`src/rtl/coherent_acc_buffer_pkg.sv`:
```
// Shared definitions for the coherent accumulation buffer: cor_index field layout,
// bank size, default widths and the signed saturating adder.
package coherent_acc_buffer_pkg;

    localparam int COR_IDX_MSB   = 4;
    localparam int COR_IDX_LSB   = 2;
    localparam int OW_BIT        = 1;
    localparam int NEW_BIT       = 0;
    localparam int NUM_COR       = 8;
    localparam int COR_W         = COR_IDX_MSB - COR_IDX_LSB + 1;
    localparam int CNT_W         = 5;
    localparam int DEFAULT_ACC_W = 21;
    localparam int SAT_W         = 32;

    typedef logic signed [SAT_W-1:0] sat_word_t;

    // Adds two sign-extended operands and clamps to the signed range of a w-bit word (w <= SAT_W).
    function automatic sat_word_t sat_add(input sat_word_t a, input sat_word_t b, input int unsigned w);
        logic signed [SAT_W:0] sum;
        logic signed [SAT_W:0] hi;
        logic signed [SAT_W:0] lo;
        sum = {a[SAT_W-1], a} + {b[SAT_W-1], b};
        hi  = ((SAT_W+1)'(1) << (w - 1)) - (SAT_W+1)'(1);
        lo  = ~hi;
        if (sum > hi) begin
            return hi[SAT_W-1:0];
        end else if (sum < lo) begin
            return lo[SAT_W-1:0];
        end
        return sum[SAT_W-1:0];
    endfunction

endpackage

```
`src/rtl/coherent_acc_buffer_if.sv`:
```
// Bus between the correlator dumping stage, the accumulation buffer and the
// measurement stage that drains completed coherent results.
interface coherent_acc_buffer_if #(
    parameter int ACC_W      = 21,
    parameter int FIFO_DEPTH = 4
);
    localparam int LVL_W = $clog2(FIFO_DEPTH) + 1;

    // Dump side has no backpressure: coherent_sum_valid is a one-cycle strobe taken every cycle.
    // Result side: an entry transfers on each clk edge where out_valid & out_ready; out_valid
    // never depends on out_ready, and the head entry holds stable until it is accepted.
    logic                    acc_clear;
    logic [4:0]              coherent_number;
    logic                    coherent_sum_valid;
    logic [4:0]              cor_index;
    logic signed [15:0]      i_coherent_sum;
    logic signed [15:0]      q_coherent_sum;
    logic                    out_valid;
    logic                    out_ready;
    logic [2:0]              out_cor;
    logic                    out_overwrite;
    logic signed [ACC_W-1:0] out_i;
    logic signed [ACC_W-1:0] out_q;
    logic [LVL_W-1:0]        fifo_level;
    logic                    fifo_overflow;

    modport master (
        output acc_clear, coherent_number, coherent_sum_valid, cor_index,
               i_coherent_sum, q_coherent_sum, out_ready,
        input  out_valid, out_cor, out_overwrite, out_i, out_q, fifo_level, fifo_overflow
    );

    modport slave (
        input  acc_clear, coherent_number, coherent_sum_valid, cor_index,
               i_coherent_sum, q_coherent_sum, out_ready,
        output out_valid, out_cor, out_overwrite, out_i, out_q, fifo_level, fifo_overflow
    );

endinterface

```
`src/rtl/coherent_acc_buffer_acc_result_fifo.sv`:
```
// Synchronous FIFO for completed coherent results; the head entry is held in a
// register so the consumer sees flop outputs.
module acc_result_fifo #(
    parameter  int WIDTH = 8,
    parameter  int DEPTH = 4,
    localparam int PTR_W = $clog2(DEPTH),
    localparam int LVL_W = PTR_W + 1
) (
    input  logic             clk,
    input  logic             rst_b,
    input  logic             push_i,
    input  logic [WIDTH-1:0] push_data_i,
    input  logic             pop_i,
    output logic             full_o,
    output logic             empty_o,
    output logic [LVL_W-1:0] level_o,
    output logic [WIDTH-1:0] head_o
);
    logic [WIDTH-1:0] mem_q [DEPTH];
    logic [PTR_W-1:0] wr_ptr_q;
    logic [PTR_W-1:0] rd_ptr_q;
    logic [LVL_W-1:0] level_q;
    logic [WIDTH-1:0] head_q;
    logic             push_en;
    logic             pop_en;

    assign empty_o = (level_q == '0);
    assign full_o  = (level_q == LVL_W'(DEPTH));
    assign pop_en  = pop_i & ~empty_o;
    // A push into a full FIFO is still taken when the head leaves on the same edge.
    assign push_en = push_i & (~full_o | pop_en);
    assign level_o = level_q;
    assign head_o  = head_q;

    always_ff @(posedge clk or negedge rst_b) begin
        if (!rst_b) begin
            wr_ptr_q <= '0;
            rd_ptr_q <= '0;
            level_q  <= '0;
            head_q   <= '0;
        end else begin
            if (push_en) begin
                wr_ptr_q <= wr_ptr_q + PTR_W'(1);
            end
            if (pop_en) begin
                rd_ptr_q <= rd_ptr_q + PTR_W'(1);
            end
            level_q <= level_q + LVL_W'(push_en) - LVL_W'(pop_en);
            // Next head is the second stored entry, or the incoming one when nothing else remains.
            if (pop_en && (level_q > LVL_W'(1))) begin
                head_q <= mem_q[rd_ptr_q + PTR_W'(1)];
            end else if (push_en && (empty_o || (pop_en && (level_q == LVL_W'(1))))) begin
                head_q <= push_data_i;
            end
        end
    end

    always_ff @(posedge clk) begin
        if (push_en) begin
            mem_q[wr_ptr_q] <= push_data_i;
        end
    end

endmodule

```
`src/rtl/coherent_acc_buffer.sv`:
```
// Per-correlator coherent accumulation over coherent_number dumps; completed
// periods are queued as {index, overwrite, I, Q} for the measurement stage.
module coherent_acc_buffer
    import coherent_acc_buffer_pkg::*;
#(
    parameter int ACC_W      = DEFAULT_ACC_W,
    parameter int FIFO_DEPTH = 4
) (
    input logic                  clk,
    input logic                  rst_b,
    coherent_acc_buffer_if.slave bus
);
    localparam int LVL_W   = $clog2(FIFO_DEPTH) + 1;
    localparam int ENTRY_W = COR_W + 1 + 2 * ACC_W;

    logic signed [ACC_W-1:0] acc_i_q [NUM_COR];
    logic signed [ACC_W-1:0] acc_q_q [NUM_COR];
    logic [CNT_W-1:0]        cnt_q   [NUM_COR];
    logic [NUM_COR-1:0]      ow_q;
    logic                    fifo_overflow_q;

    logic [COR_W-1:0]        k;
    logic                    first_sum;
    sat_word_t               base_i;
    sat_word_t               base_q;
    sat_word_t               sum_i_w;
    sat_word_t               sum_q_w;
    logic signed [ACC_W-1:0] sum_i_d;
    logic signed [ACC_W-1:0] sum_q_d;
    logic [CNT_W:0]          cnt_d;
    logic                    ow_d;
    logic [CNT_W:0]          period_len;
    logic                    done;
    logic                    push;
    logic                    pop;
    logic                    fifo_full;
    logic                    fifo_empty;
    logic [ENTRY_W-1:0]      push_data;
    logic [ENTRY_W-1:0]      head;
    logic [LVL_W-1:0]        level;

    assign k         = bus.cor_index[COR_IDX_MSB:COR_IDX_LSB];
    assign first_sum = bus.cor_index[NEW_BIT];

    // Single-cycle read-modify-write of entry k; a first-sum dump ignores whatever was stored.
    always_comb begin
        base_i     = first_sum ? '0 : sat_word_t'(acc_i_q[k]);
        base_q     = first_sum ? '0 : sat_word_t'(acc_q_q[k]);
        sum_i_w    = sat_add(base_i, sat_word_t'(bus.i_coherent_sum), ACC_W);
        sum_q_w    = sat_add(base_q, sat_word_t'(bus.q_coherent_sum), ACC_W);
        sum_i_d    = sum_i_w[ACC_W-1:0];
        sum_q_d    = sum_q_w[ACC_W-1:0];
        cnt_d      = first_sum ? (CNT_W+1)'(1) : ({1'b0, cnt_q[k]} + (CNT_W+1)'(1));
        ow_d       = bus.cor_index[OW_BIT] | (~first_sum & ow_q[k]);
        period_len = (bus.coherent_number == '0) ? (CNT_W+1)'(1) : {1'b0, bus.coherent_number};
        done       = (cnt_d >= period_len);
        push       = bus.coherent_sum_valid & ~bus.acc_clear & done;
        pop        = ~fifo_empty & bus.out_ready;
        push_data  = {k, ow_d, sum_i_d, sum_q_d};
    end

    always_ff @(posedge clk or negedge rst_b) begin
        if (!rst_b) begin
            for (int n = 0; n < NUM_COR; n++) begin
                acc_i_q[n] <= '0;
                acc_q_q[n] <= '0;
                cnt_q[n]   <= '0;
            end
            ow_q            <= '0;
            fifo_overflow_q <= 1'b0;
        end else if (bus.acc_clear) begin
            // A dump arriving with the clear is discarded along with the bank contents.
            for (int n = 0; n < NUM_COR; n++) begin
                acc_i_q[n] <= '0;
                acc_q_q[n] <= '0;
                cnt_q[n]   <= '0;
            end
            ow_q            <= '0;
            fifo_overflow_q <= 1'b0;
        end else begin
            if (bus.coherent_sum_valid) begin
                if (done) begin
                    acc_i_q[k] <= '0;
                    acc_q_q[k] <= '0;
                    cnt_q[k]   <= '0;
                    ow_q[k]    <= 1'b0;
                end else begin
                    acc_i_q[k] <= sum_i_d;
                    acc_q_q[k] <= sum_q_d;
                    cnt_q[k]   <= cnt_d[CNT_W-1:0];
                    ow_q[k]    <= ow_d;
                end
            end
            if (push && fifo_full && !pop) begin
                fifo_overflow_q <= 1'b1;
            end
        end
    end

    acc_result_fifo #(
        .WIDTH (ENTRY_W),
        .DEPTH (FIFO_DEPTH)
    ) u_fifo (
        .clk         (clk),
        .rst_b       (rst_b),
        .push_i      (push),
        .push_data_i (push_data),
        .pop_i       (pop),
        .full_o      (fifo_full),
        .empty_o     (fifo_empty),
        .level_o     (level),
        .head_o      (head)
    );

    assign bus.out_valid     = ~fifo_empty;
    assign bus.out_cor       = head[ENTRY_W-1 -: COR_W];
    assign bus.out_overwrite = head[2*ACC_W];
    assign bus.out_i         = head[2*ACC_W-1 -: ACC_W];
    assign bus.out_q         = head[ACC_W-1:0];
    assign bus.fifo_level    = level;
    assign bus.fifo_overflow = fifo_overflow_q;

endmodule
```
`src/flat_wrapper.sv`:
```
// flat-port wrapper written by rule: the top's interface ports become plain ports
module coherent_acc_buffer_flat import coherent_acc_buffer_pkg::*;
#(
    parameter int ACC_W      = DEFAULT_ACC_W,
    parameter int FIFO_DEPTH = 4
)
  (clk, rst_b, bus_acc_clear, bus_coherent_number, bus_coherent_sum_valid, bus_cor_index, bus_i_coherent_sum, bus_q_coherent_sum, bus_out_ready, bus_out_valid, bus_out_cor, bus_out_overwrite, bus_out_i, bus_out_q, bus_fifo_level, bus_fifo_overflow);
  coherent_acc_buffer_if #(.ACC_W(ACC_W), .FIFO_DEPTH(FIFO_DEPTH)) bus_i ();
  input logic clk;
  input logic rst_b;
  input wire logic [$bits(bus_i.acc_clear)-1:0] bus_acc_clear;
  input wire logic [$bits(bus_i.coherent_number)-1:0] bus_coherent_number;
  input wire logic [$bits(bus_i.coherent_sum_valid)-1:0] bus_coherent_sum_valid;
  input wire logic [$bits(bus_i.cor_index)-1:0] bus_cor_index;
  input wire logic [$bits(bus_i.i_coherent_sum)-1:0] bus_i_coherent_sum;
  input wire logic [$bits(bus_i.q_coherent_sum)-1:0] bus_q_coherent_sum;
  input wire logic [$bits(bus_i.out_ready)-1:0] bus_out_ready;
  output wire logic [$bits(bus_i.out_valid)-1:0] bus_out_valid;
  output wire logic [$bits(bus_i.out_cor)-1:0] bus_out_cor;
  output wire logic [$bits(bus_i.out_overwrite)-1:0] bus_out_overwrite;
  output wire logic [$bits(bus_i.out_i)-1:0] bus_out_i;
  output wire logic [$bits(bus_i.out_q)-1:0] bus_out_q;
  output wire logic [$bits(bus_i.fifo_level)-1:0] bus_fifo_level;
  output wire logic [$bits(bus_i.fifo_overflow)-1:0] bus_fifo_overflow;
  assign bus_i.acc_clear = bus_acc_clear;
  assign bus_i.coherent_number = bus_coherent_number;
  assign bus_i.coherent_sum_valid = bus_coherent_sum_valid;
  assign bus_i.cor_index = bus_cor_index;
  assign bus_i.i_coherent_sum = bus_i_coherent_sum;
  assign bus_i.q_coherent_sum = bus_q_coherent_sum;
  assign bus_i.out_ready = bus_out_ready;
  assign bus_out_valid = bus_i.out_valid;
  assign bus_out_cor = bus_i.out_cor;
  assign bus_out_overwrite = bus_i.out_overwrite;
  assign bus_out_i = bus_i.out_i;
  assign bus_out_q = bus_i.out_q;
  assign bus_fifo_level = bus_i.fifo_level;
  assign bus_fifo_overflow = bus_i.fifo_overflow;
  coherent_acc_buffer #(.ACC_W(ACC_W), .FIFO_DEPTH(FIFO_DEPTH)) u_core (.clk(clk), .rst_b(rst_b), .bus(bus_i));
endmodule
```
`config.mk`:
```
export PLATFORM = sky130hd
export DESIGN_NAME = coherent_acc_buffer_flat
export DESIGN_NICKNAME = d
export VERILOG_FILES = /design/src/rtl/coherent_acc_buffer_pkg.sv /design/src/rtl/coherent_acc_buffer_if.sv /design/src/rtl/coherent_acc_buffer_acc_result_fifo.sv /design/src/rtl/coherent_acc_buffer.sv /design/src/flat_wrapper.sv
export SDC_FILE = /design/constraint.sdc
export NUM_CORES = 1
export LEC_CHECK = 0
export CELL_PAD_IN_SITES_DETAIL_PLACEMENT = 0
export CELL_PAD_IN_SITES_GLOBAL_PLACEMENT = 1
export CORE_MARGIN = 3
export CORE_UTILIZATION = 40
export CTS_BUF_LIST = sky130_fd_sc_hd__clkbuf_8
export CTS_CLUSTER_SIZE = 24
export DETAILED_ROUTE_END_ITERATION = 6
export PLACE_DENSITY_LB_ADDON = 0.1
export SLEW_MARGIN = 20
export SYNTH_ARGS = -nofsm -noshare
export SYNTH_HDL_FRONTEND = slang
export SYNTH_SLANG_ARGS = --single-unit
```
`constraint.sdc`:
```
create_clock -name clk -period 7.3 [get_ports clk]
set_input_delay 0.73 -clock clk [delete_from_list [all_inputs] [get_ports clk]]
set_output_delay 0.73 -clock clk [all_outputs]
set_load 0.03 [all_outputs]
```
== Word-level counts from Yosys, hierarchy flattened ==
Memory sizes are Yosys's and may differ from the RTL's.
Cells that the tools add are included.

* Bits in registers: 438
* Memory bits (writable): 184
* Input bits: 47
* Output and inout port bits: 51
* Logic and storage cells: 137
* Memories kept: 1

* $add $sub $neg: 7
* Magnitude comparators: 10
* Eq/ne operators: 2
* Mux-type cells: 53
* Bitwise logic cells: 20
* Reductions and logical operators: 14

{| class="wikitable"
|+ Memories
! memory !! words !! width !! rd ports !! clocked after Yosys merged registers in !! wr ports !! RTL line !! source
|-
| u_core.u_fifo.mem_q || 4 || 46 || 1 || 0 || 1 || coherent_acc_buffer_acc_result_fifo.sv:19 || <nowiki>logic [WIDTH-1:0] mem_q [DEPTH];</nowiki>
|}

{| class="wikitable"
|+ Operators by type and width
! kind !! number
|-
| $mux 168 || 6
|-
| $and 168x168->168 || 2
|-
| $bwmux 168 || 2
|-
| $mux 21 || 11
|-
| $not 168->168 || 1
|-
| $bmux 21 s3 || 2
|-
| $mux 40 || 3
|-
| $mux 46 || 2
|-
| $add 32x16->33 || 2
|-
| $gt 33x21->1 const B || 2
|-
| $lt 33x21->1 const B || 2
|-
| $mux 32 || 2
|-
| $demux 21 s3 || 1
|-
| $and 40x40->40 || 1
|-
| $bwmux 40 || 1
|-
| $not 40->40 || 1
|-
| $mux 8 || 3
|-
| $mux 5 || 4
|-
| $bmux 5 s3 || 1
|-
| $demux 5 s3 || 1
|-
| $mux 1 || 10
|-
| $and 8x8->8 || 1
|-
| $bwmux 8 || 1
|-
| $not 8->8 || 1
|-
| other kinds (25) || 43
|}

== Logic depth before layout (Yosys ltp) ==
Gate-level depths: netlist of the first run.

* Depth after elaboration: 14
* Gate-level depth with buffers: 22
* Mapped depth without buffers: 20

== Hierarchy ==
A second synthesis of the first run with hierarchy kept.

* Cell total of the unflattened synthesis: 2436
* Area, all modules: 28742.6 µm²

{| class="wikitable"
|+ Modules (own cells, without submodules)
! module !! instances !! cells an instance !! area each (µm²) !! sequential area each (µm²)
|-
| coherent_acc_buffer || 1 || 1882 || 19213.4 || 9634.2
|-
| acc_result_fifo || 1 || 554 || 9529.1 || 6851.6
|}

== Least setup slack after synthesis of the first run ==
Ideal clock, no wire load.

* Path kind: input to register
* Start point: in bus_cor_index[4]
* End point: mem u_core.u_fifo.mem_q[0][10] in the netlist's numbering, data pin
* Library setup time: 285 ps
* Arrival: 4800 ps
* Data required time: 7015 ps
* Setup slack: 2215 ps
* Stages on the path: 19
* Buffers on the path: 6
* Cells stage by stage: buf_4 -> clkbuf_1 -> nor3_1 -> clkbuf_1 -> a22oi_1 -> a41oi_1 -> ha_1 -> inv_1 -> fa_1 -> nor2b_1 -> o2111ai_1 -> a211o_1 -> a21oi_1 -> or2_0 -> clkbuf_1 -> mux2i_1 -> buf_2 -> buf_1 -> a21oi_1

* Cells in the longest elaborated chain, start to end: 10
* Elaborated cells on any way between the ends: 12
* Classes of those cells: add/sub (1); order compare (2); mux (8); bitwise (1)

{| class="wikitable"
|+ Ends and longest elaborated chain
! element !! RTL line !! source
|-
| start: declaration || flat_wrapper.sv:14 || <nowiki>input wire logic [$bits(bus_i.cor_index)-1:0] bus_cor_index;</nowiki>
|-
| $not 3->4 (not written as such) * || coherent_acc_buffer.sv:48 || <nowiki>base_q = first_sum ? '0 : sat_word_t'(acc_q_q[k]);</nowiki>
|-
| $bmux 21 s3 * || coherent_acc_buffer.sv:48 ||
|-
| $mux 21 (not written as such) * (2 in a row) || coherent_acc_buffer.sv:48 ||
|-
| $mux 32 * || coherent_acc_buffer.sv:48 ||
|-
| $add 32x16->33 * || coherent_acc_buffer_pkg.sv:22 || <nowiki>sum = {a[SAT_W-1], a} + {b[SAT_W-1], b};</nowiki>
|-
| $lt 33x21->1 || coherent_acc_buffer_pkg.sv:27 || <nowiki>end else if (sum < lo) begin</nowiki>
|-
| $mux 1 || coherent_acc_buffer_pkg.sv:27 ||
|-
| $mux 1 || coherent_acc_buffer_pkg.sv:25 || <nowiki>if (sum > hi) begin</nowiki>
|-
| $mux 21 * || coherent_acc_buffer_pkg.sv:30 || <nowiki>return sum[SAT_W-1:0];</nowiki>
|-
| net u_core.sum_q_w[10] || coherent_acc_buffer.sv:27 || <nowiki>sat_word_t sum_q_w;</nowiki>
|-
| end: declaration || coherent_acc_buffer_acc_result_fifo.sv:19 ||
|}

Mark *: on every way through the listed nets, which the timed path passes. The rest lies on a longest branch. The select of a mux whose other input is x is not followed.

== Final worst setup path of the first run ==
* Start point: in bus_cor_index[4]
* End point: mem u_core.u_fifo.mem_q[0][34] in the netlist's numbering, data pin

* Cells in the longest elaborated chain, start to end: 10
* Elaborated cells on any way between the ends: 12
* Classes of those cells: add/sub (1); order compare (2); mux (8); bitwise (1)

{| class="wikitable"
|+ Ends and longest elaborated chain
! element !! RTL line !! source
|-
| $not 3->4 (not written as such) * || coherent_acc_buffer.sv:47 || <nowiki>base_i = first_sum ? '0 : sat_word_t'(acc_i_q[k]);</nowiki>
|-
| $bmux 21 s3 * || coherent_acc_buffer.sv:47 ||
|-
| $mux 21 (not written as such) * (2 in a row) || coherent_acc_buffer.sv:47 ||
|-
| $mux 32 * || coherent_acc_buffer.sv:47 ||
|-
| $add 32x16->33 * || coherent_acc_buffer_pkg.sv:22 ||
|-
| $lt 33x21->1 || coherent_acc_buffer_pkg.sv:27 ||
|-
| $mux 1 || coherent_acc_buffer_pkg.sv:27 ||
|-
| $mux 1 || coherent_acc_buffer_pkg.sv:25 ||
|-
| $mux 21 * || coherent_acc_buffer_pkg.sv:30 ||
|-
| net u_core.sum_i_w[13] || coherent_acc_buffer.sv:26 || <nowiki>sat_word_t sum_i_w;</nowiki>
|}

Marks and branches as above.

==> results.py, run 1 <==
metrics = {
    "setup_path": {
        "rr_worst_depth": 15,
        "cpMaxStageDelayCell": "clkdlybuf4s50_1",
        "cpPeakStageDelay_ns": 0.99,
        "crit_path_end_kind": "register",
        "arrival_ns": 6.36,
        "regToRegSetupSlack_ns": 2.45,
        "required_ns": 7.71,
        "worstReg2RegStart": "u_core.cnt_q[30]$_DFFE_PN0P_",
        "crit_chain": "clkdlybuf4s50_1 > and3_2 > buf_12 > a22oi_1 > a41oi_1 > ha_1 > and3_1 > and2_1 > a41o_1 > o21ai_1 > a41oi_2 > a22oi_1 > buf_4 > and2_1 > nor2_1",
        "worst-setup-path-type": "input pin to register",
        "crit_fanout": 30,
        "critPathLaunchType": "input pin",
        "r2r_end": "u_core.u_fifo.mem_q[2][31]$_DFFE_PP_",
    },
    "routing": {
        "wl_per_cell_um": 27.8,
        "firstDrtPassIters": 5,
        "postRouteAntennaNets": 0,
        "vias_per_cell": 6.19,
        "drt_iter0_drc": 2140,
        "totalWireLength_um": 97100,
        "dr_total_vias": 21600,
        "drc": 0,
    },
    "global_route": {
        "grt_pass1_vias": 21700,
        "grt_usage": 0.258,
        "grt_max_degree": 167,
        "overflow": 0,
        "antenna_found_initial": 2,
        "grt_pass1_wl_um": 145000,
    },
    "finish": {
        "syn_to_final_growth_pct": 15.0,
        "final_core_utilization": 0.468,
        "fill_cells": 6389,
        "nNetsFinal": 2570,
        "layout-drive-gt1-share": 0.142,
        "final_cell_area_um2": 33000,
    },
    "sta": {
        "setup_violations": 0,
        "hold_violations": 0,
        "fin_crit_ns": 5.95,
        "setup_tns_ns": 0,
        "fmax_mhz": 168,
        "slew_violations": 0,
        "hold_slack_ns": 0.477,
        "rsz0062_at_grt": "no",
        "skew_ns": 0.0326,
        "tightest_slew_ns": 1.16,
        "period_share": 0.814,
        "slew_headroom": 0.227,
    },
    "cts": {
        "htree_num_levels": 3,
        "cts_tree": "done",
        "clk_pin_slew_worst_paths_ns": 0.06,
        "cts.sinks": 622,
        "worstSkewPairLatency_ns": 0.72,
        "cts-buffers-inserted": 105,
        "cts-root-buf": "clkbuf_8",
        "clockBufferDepth": 3,
    },
    "floorplan": {
        "coreArea_um2": 70500,
        "die_height_um": 274,
        "die_w_um": 274,
        "row_count": 97,
        "start_util": 0.407,
        "io_pins": 98,
        "die-area_um2": 75000,
    },
    "synthesis": {
        "synth_seq_area_share": 0.574,
        "netlist_area_um2": 28700,
        "ys_ff_latch": 622,
        "synth_common_cells": "dfrtp_1 (438), a22o_1 (280), nand2_1 (267)",
        "synth_cell_types": 82,
        "synth.most_common_cell": "dfrtp_1",
        "synth_edf_count": 184,
        "ys.flop_type": "dfrtp_1",
        "synth_nets": 2454,
        "synth_cells": 2348,
        "synth_area_leaders": "dfrtp_1 (38%), edfxtp_1 (19%), a22o_1 (8.5%), a22oi_1 (4.7%), mux4_2 (3.9%)",
        "yosys.area.top_type_share": 0.382,
        "yosys_warnings": 0,
        "syn_area_per_cell_um2": 12.2,
        "synth_top_area_cell": "dfrtp_1",
        "async_reset_ff_frac": 0.704,
    },
    "power": {
        "leakage_nw": 13.7,
        "total_power_mw": 9.23,
        "ir_worst_vdd_mv": 0.404,
        "powerDensity_nw_per_um2": 280,
    },
    "min_path": {
        "hold_start": "u_core.acc_i_q[25]$_DFFE_PN0P_",
        "hold_class": "register to register",
        "hold_end": "u_core.acc_i_q[25]$_DFFE_PN0P_",
        "worstHoldPathCells": 2,
    },
    "placed_design": {
        "port_buffers": 97,
        "dpl_cell_area_um2": 30900,
        "place_congestion": 0.853,
        "dpl.hpwl_um": 59900,
    },
    "run": {
        "maxCapViolCount": 0,
    },
    "status": {
        "run_status": "completed",
    },
}
[power breakdown]
group          switching (mW)  internal, mW  leakage [nW]
registers               0.227          3.83          7.65
logic                    1.23         0.857          4.82
clock network            1.48          1.61          1.22
total                    2.93          6.30          13.7
[flip-flops by register name, summed over array words and instances (netlist names)]
name                      flops
u_core.acc_i_q              168
u_core.acc_q_q              168
u_core.bus.fifo_overflow      1
u_core.cnt_q                 40
u_core.ow_q                   8
u_core.u_fifo.head_o         46
u_core.u_fifo.level_o         3
u_core.u_fifo.mem_q         184
u_core.u_fifo.rd_ptr_q        2
u_core.u_fifo.wr_ptr_q        2
[metrics by stage]
stage	worst slack [ns]	instances
final	1.35	3491
after global routing	1.10	3491
after CTS	1.46	3489
after detailed placement	0.718	3295
after global placement	0.840	3295
after floorplan	2.22	2348
[worst max path at each step]
stage          slack, ns  depth (start not counted)              from                              endpoint
6_report            1.35                         15  bus_cor_index[4]  u_core.u_fifo.mem_q[0][34]$_DFFE_PP_
5_1_grt             1.10                         16  bus_cor_index[2]        u_core.acc_i_q[46]$_DFFE_PN0P_
4_1_cts             1.46                         15  bus_cor_index[4]  u_core.u_fifo.mem_q[0][31]$_DFFE_PP_
3_5_place_dp        0.72                         17  bus_cor_index[4]  u_core.u_fifo.mem_q[0][38]$_DFFE_PP_
3_3_place_gp        0.84                         15  bus_cor_index[4]  u_core.u_fifo.mem_q[2][38]$_DFFE_PP_
2_1_floorplan       2.22                         19  bus_cor_index[4]  u_core.u_fifo.mem_q[0][10]$_DFFE_PP_
[cell families after synthesis]
group                      after synthesis  share of synthesized area
AOI/OAI and AO/OA                      877                      0.232
buffers and inverters                  209                     0.0330
DFF                                    622                      0.574
and+or+nand+nor                        485                     0.0807
adders and majority gates               59                     0.0265
muxes                                   61                     0.0432
xor gates and xnor gates                35                     0.0107
[per-layer routing]
metal,track usage,vias to the layer above,part of all wire
met2,0.383,963,0.44
met5,0,-,0
met1,0.383,11200,0.46
met3,0.0550,134,0.082
li1,-,9310,-
met4,0.0669,0,0.017
[final cells by class]
class                   count  area, um2  area share
diodes                      1       2.50   0.0000758
clock buffers             123       1690      0.0513
clock inverters            70        388      0.0117
inverters                  32        120     0.00364
multi-input cells        1517      11400       0.345
flip-flops and latches    622      16500       0.499
well taps                 940       1180      0.0356
repair buffers            186       1750      0.0530
[cell usage in the layout (no fill, tap or decap), types with 8 or more instances in the layout]
cell type,count
dfrtp_1,436
a22o_1,280
nand2_1,267
edfxtp_1,184
a22oi_1,181
clkbuf_8,123
a21oi_1,120
clkdlybuf4s50_1,94
buf_4,79
inv_1,68
nor2_1,67
o21ai_1,62
ha_1,56
mux4_2,50
a21o_1,44
a41oi_1,40
o21ai_0,22
xnor2_1,20
and2_1,20
nor3_1,19
o31ai_1,19
xor2_1,15
clkinv_2,15
nor2b_1,14
o21a_1,10
nand3_1,10
clkinv_1,9
nor3_4,9
nor2_4,9
buf_12,9
or3_1,8
o22ai_1,8
o211ai_1,8
a31oi_1,8
o41ai_1,8
[critical path, delay by kind of cell]
family	cells	cell delay [ns]
AO/OA/AOI/OAI	6	1.85
adder cells (fa/ha/maj)	1	0.43
buffers and inverters	3	1.56
AND/OR/NAND/NOR	5	1.76
[what timing repair did]
item	in CTS	in global routing
gates resized for setup	0	0
setup buffers	0	0
hold buffers	1	0
hold endpoints to repair	12	0
(Power assumes the default switching activity.)
==> run 2: changes to the inputs <==
clock period = 5.3 ns   (was 7.3 ns; I/O delays follow)
==> run 2 against run 1 <==
Compared with the run above: final cell count grew 6.2%; sequential cell count stayed put; clock power increased by 53%; sequential power increased by 36%; critical endpoint is now u_core.acc_q_q[55]$_DFFE_PN0P_; highest routed layer unchanged.
==> results.py, run 2 (synthesized netlist as in run 1, its figures left out) <==
metrics = {
    "routing": {
        "firstDrtPassIters": 5,
        "dr_total_vias": 22300,
        "vias_per_cell": 6.01,
        "drt_iter0_drc": 2094,
        "postRouteAntennaNets": 0,
        "totalWireLength_um": 98100,
        "drc": 0,
        "wl_per_cell_um": 26.4,
    },
    "sta": {
        "setup_violations": 0,
        "period_share": 0.926,
        "slew_headroom": 0.252,
        "hold_violations": 0,
        "hold_slack_ns": 0.292,
        "setup_tns_ns": 0,
        "fin_crit_ns": 4.91,
        "tightest_slew_ns": 1.12,
        "slew_violations": 0,
        "fmax_mhz": 204,
        "skew_ns": 0.0468,
        "rsz0062_at_grt": "no",
    },
    "global_route": {
        "grt_usage": 0.261,
        "grt_pass1_vias": 22700,
        "antenna_found_initial": 2,
        "grt_pass1_wl_um": 148000,
        "overflow": 0,
        "grt_max_degree": 120,
    },
    "placed_design": {
        "dpl.hpwl_um": 63300,
        "place_congestion": 0.863,
        "port_buffers": 97,
        "post-place-cells": 3510,
    },
    "power": {
        "leakage_nw": 15.0,
        "ir_worst_vdd_mv": 0.445,
        "total_power_mw": 13.3,
        "powerDensity_nw_per_um2": 376,
    },
    "finish": {
        "largest_reg_flops": 184,
        "final_common_cell": "dfrtp_1",
        "top_regs": "u_core.u_fifo.mem_q x184, u_core.acc_i_q x168, u_core.acc_q_q x168",
        "regMostFlops": "u_core.u_fifo.mem_q",
        "nNetsFinal": 2788,
        "final_core_utilization": 0.501,
        "instances_no_fill": 3709,
        "fill_cells": 6291,
        "syn_to_final_growth_pct": 23.0,
        "final_cell_mix": "dfrtp_1 (436), a22o_1 (280), nand2_1 (267)",
        "layout-drive-gt1-share": 0.215,
    },
    "floorplan": {
        "die-area_um2": 75000,
        "row_count": 97,
        "io_pins": 98,
        "die_height_um": 274,
        "coreArea_um2": 70500,
        "start_util": 0.407,
        "die_w_um": 274,
    },
    "cts": {
        "cts-root-buf": "clkbuf_8",
        "cts_resized": 0,
        "clk_pin_slew_worst_paths_ns": 0.06,
        "cts_tree": "done",
        "worstSkewPairLatency_ns": 0.75,
        "clockBufferDepth": 3,
        "cts.sinks": 622,
        "cts-buffers-inserted": 107,
        "htree_num_levels": 3,
    },
    "setup_path": {
        "crit_fanout": 17,
        "arrival_ns": 5.56,
        "required_ns": 5.95,
        "worst-setup-path-type": "input pin to register",
        "crit_path_end_kind": "register",
        "critPathLaunchType": "input pin",
    },
    "min_path": {
        "hold_class": "input pin to register",
    },
    "run": {
        "maxCapViolCount": 0,
    },
    "status": {
        "run_status": "completed",
    },
}
==> run 2: cell types whose count changed in the layout (fill, tap and decap cells not counted), sizes merged, moves of 4 or more <==
cell    before  now
clkbuf     123  134
bufinv       2    6
buf         91  307
clkinv      26   17
inv         73   67
==> run 2: report_power, final <==
part | total [mW] | leakage (nW) | switching (mW) | internal (mW)
Combinational | 3.03 | 6.01 | 1.71 | 1.32
Sequential | 5.52 | 7.65 | 0.249 | 5.27
Clock | 4.72 | 1.32 | 2.12 | 2.60
Total | 13.3 | 15.0 | 4.08 | 9.20
==> run 2: path summary, 6_finish.rpt <==
path	from	end	slack, ns	cells past startpoint
min reg2reg	u_core.acc_i_q[4]$_DFFE_PN0P_	u_core.acc_i_q[4]$_DFFE_PN0P_	0.48	2
max in group asynchronous	rst_b	u_core.acc_i_q[55]$_DFFE_PN0P_	3.52	3
max reg2reg	u_core.acc_q_q[111]$_DFFE_PN0P_	u_core.acc_q_q[55]$_DFFE_PN0P_	1.06	14
min	bus_acc_clear	u_core.bus.fifo_overflow$_DFFE_PN0P_	0.29	2
min in group asynchronous	rst_b	u_core.u_fifo.head_o[32]$_DFFE_PN0P_	0.31	2
max	bus_cor_index[3]	u_core.acc_q_q[55]$_DFFE_PN0P_	0.39	18
==> run 2: area by class of cell <==
cell class,count,area [um2],area share
Antenna cell,2,5.00,0.000142
Clock buffer,134,1840,0.0523
Clock inverter,60,505,0.0143
Inverter,32,120,0.00340
Multi-Input combinational cell,1517,11400,0.323
Sequential cell,622,16500,0.467
Tap cell,940,1180,0.0333
Timing Repair Buffer,402,3750,0.106
==> run 2: timing repair <==
item / CTS / global route
hold endpoints to repair: 82 / 0
buffers inserted: 0 / 0
hold buffers: 1 / 0
==> run 2: per-stage QoR <==
step | area (um2) | setup slack, ns
after global routing | 35300 | 0.192
after global placement | 32900 | -0.465
final | 35300 | 0.391
after CTS | 35200 | 0.406
after detailed placement | 32900 | -0.345
after floorplan | 28700 | 0.415
==> run 2: routing by layer <==
| layer | global-route usage | share of wire | up-vias |
|---|---|---|---|
| met4 | 0.0657 | 0.021 | 0 |
| li1 | - | - | 9771 |
| met2 | 0.407 | 0.46 | 901 |
| met5 | 0 | 0 | - |
| met3 | 0.0516 | 0.073 | 166 |
| met1 | 0.377 | 0.45 | 11500 |
==> run 2: critical path, stage by stage <==
cell	delay, ns
clkdlybuf4s50_1	0.59
buf_4	0.25
nor3_2	0.31
buf_4	0.31
a22oi_1	0.19
a41oi_1	0.25
buf_4	0.15
ha_1	0.24
a211oi_1	0.21
nor2_1	0.10
o41ai_2	0.34
a211oi_1	0.21
o31ai_1	0.28
buf_4	0.16
a221oi_4	0.07
buf_12	0.17
nor3_4	0.91
a22o_1	0.25
==> run 3: changes to the inputs <==
GPL_ROUTABILITY_DRIVEN = 0   (was not set)
PLACE_DENSITY = 0.66   (was not set)
PLACE_DENSITY_LB_ADDON = not set   (was 0.1)
==> run 3 against run 2 <==
Compared with the run above: worst hold slack gained 0.19 ns; register-to-register slack better by 0.10 ns; critical path type unchanged; setup slack worse by 0.14 ns; largest power group unchanged; clock power fell by 4%; global-route usage down 1.4 points; core utilization is 0.53 points lower; via count about the same; fmax is 2.7% lower; final area shrank 1.1%; sequential cell count stayed put; critical path depth increased by 2.
==> results.py, run 3 (synthesized netlist as in run 1, its figures left out) <==
metrics = {
    "finish": {
        "top_regs": "u_core.u_fifo.mem_q x184, u_core.acc_i_q x168, u_core.acc_q_q x168",
        "layout-drive-gt1-share": 0.205,
        "nNetsFinal": 2753,
        "final_common_cell": "dfrtp_1",
        "final_cell_area_um2": 34900,
        "final_core_utilization": 0.495,
        "final_cell_mix": "dfrtp_1 (436), a22o_1 (280), nand2_1 (267)",
        "regMostFlops": "u_core.u_fifo.mem_q",
        "fill_cells": 6198,
        "largest_reg_flops": 184,
        "syn_to_final_growth_pct": 21.7,
    },
    "sta": {
        "fmax_mhz": 198,
        "slew_violations": 0,
        "tightest_slew_ns": 1.12,
        "skew_ns": 0.0596,
        "fin_crit_ns": 5.05,
        "setup_ws_ns": 0.253,
        "period_share": 0.952,
        "setup_violations": 0,
        "setup_tns_ns": 0,
        "slew_headroom": 0.253,
        "hold_violations": 0,
        "rsz0062_at_grt": "no",
    },
    "min_path": {
        "hold_start": "u_core.acc_i_q[4]$_DFFE_PN0P_",
        "hold_class": "register to register",
    },
    "cts": {
        "post_cts_buffers": 0,
        "cts_tree": "done",
        "clk_pin_slew_worst_paths_ns": 0.06,
        "cts_resized": 0,
        "cts-buffers-inserted": 103,
        "htree_num_levels": 3,
        "cts.sinks": 622,
        "worstSkewPairLatency_ns": 0.73,
        "cts-root-buf": "clkbuf_8",
        "clockBufferDepth": 3,
    },
    "setup_path": {
        "required_ns": 5.87,
        "crit_start": "bus_cor_index[2]",
        "arrival_ns": 5.62,
        "critPathLaunchType": "input pin",
        "worstReg2RegStart": "u_core.cnt_q[30]$_DFFE_PN0P_",
        "worst-setup-path-type": "input pin to register",
        "crit_fanout": 9,
        "crit_top_cell": "buf_4",
        "critPathTopFamily": "buffers and inverters",
        "crit_buf_inv": 8,
        "cpMaxStageDelayCell": "clkdlybuf4s50_1",
        "cpPeakStageDelay_ns": 0.58,
        "crit_path_end_kind": "register",
        "regToRegSetupSlack_ns": 1.16,
        "crit_chain": "clkdlybuf4s50_1 > clkinv_1 > buf_4 > nor3_2 > buf_4 > buf_4 > a22oi_1 > a41oi_1 > buf_4 > ha_1 > and3_1 > a221oi_2 > a2bb2oi_2 > a21oi_1 > or2_0 > buf_4 > mux2i_2 > buf_4 > nand2_1 > a22o_1",
    },
    "routing": {
        "wl_per_cell_um": 25.3,
        "dr_total_vias": 22300,
        "vias_per_cell": 6.07,
        "firstDrtPassIters": 6,
        "drc": 0,
        "drt_iter0_drc": 2115,
        "totalWireLength_um": 92900,
        "postRouteAntennaNets": 0,
    },
    "floorplan": {
        "die_w_um": 274,
        "die_height_um": 274,
        "row_count": 97,
        "coreArea_um2": 70500,
        "die-area_um2": 75000,
        "io_pins": 98,
        "start_util": 0.407,
    },
    "global_route": {
        "antenna_found_initial": 2,
        "grt_usage": 0.248,
        "grt_max_degree": 147,
        "grt_pass1_vias": 22800,
        "grt_pass1_wl_um": 142000,
        "overflow": 0,
    },
    "power": {
        "total_power_mw": 13.0,
        "powerDensity_nw_per_um2": 374,
        "ir_worst_vdd_mv": 0.358,
        "leakage_nw": 14.7,
    },
    "status": {
        "run_status": "completed",
    },
    "run": {
        "maxCapViolCount": 0,
    },
    "placed_design": {
        "dpl_cell_area_um2": 32600,
        "place_ws_ns": -0.363,
        "port_buffers": 97,
        "dpl.hpwl_um": 60200,
    },
}
run 3: cell type report:
cell class / instances / area [um2] / share of cell area
inverter: 32 / 120 / 0.00344
multi-input combinational: 1517 / 11400 / 0.326
timing repair buffer: 371 / 3460 / 0.0992
clock inverter: 60 / 438 / 0.0125
tap: 940 / 1180 / 0.0337
sequential: 622 / 16500 / 0.472
antenna: 1 / 2.50 / 0.0000717
clock buffer: 133 / 1830 / 0.0524
run 3: stage by stage:
stage | cells | hold slack (ns)
after floorplan | 2348 | 0.234
after global placement | 3481 | 0.456
after detailed placement | 3481 | 0.463
after CTS | 3675 | 0.476
after global routing | 3676 | 0.501
final | 3676 | 0.479
run 3: per-layer routing:
metal / vias to the layer above / part of all wire / GRT usage
met3: 177 / 0.083 / 0.0532
met4: 0 / 0.028 / 0.0807
met1: 11400 / 0.44 / 0.351
met2: 1031 / 0.45 / 0.379
li1: 9690 / - / -
met5: - / 0 / 0
run 3: worst reg2reg max path, cell delays in order (launching register included):
cell and delay [ns]:
dfrtp_1 0.35, mux2i_1 0.08, mux4_2 0.51, nor2_1 0.19, ha_1 0.21, nand3_1 0.09, xor2_1 0.20, nor2_1 0.07
ha_1 0.29, a21oi_1 0.16, o21a_1 0.22, nand2_4 0.10, or2_4 0.37, nor3_4 0.94, a22o_1 0.27
run 3: final timing paths:
kind                                             endpoint  cells after the start
max                        u_core.acc_q_q[86]$_DFFE_PN0P_                     20
min in group asynchronous  u_core.acc_q_q[18]$_DFFE_PN0P_                      2
min reg2reg                 u_core.acc_i_q[4]$_DFFE_PN0P_                      2
max in group asynchronous  u_core.acc_i_q[11]$_DFFE_PN0P_                      3
min                         u_core.acc_i_q[4]$_DFFE_PN0P_                      2
max reg2reg                u_core.acc_q_q[91]$_DFFE_PN0P_                     14
run 3: repair_timing:
action	in CTS	in global routing
endpoints found under the setup margin	0	0
hold buffers	1	0
endpoints found under the hold margin	98	0
run 3: power breakdown:
group,switching (mW),leakage (nW),internal [mW]
clock network,2.02,1.27,2.52
logic,1.64,5.82,1.29
registers,0.309,7.65,5.27
total,3.97,14.7,9.08
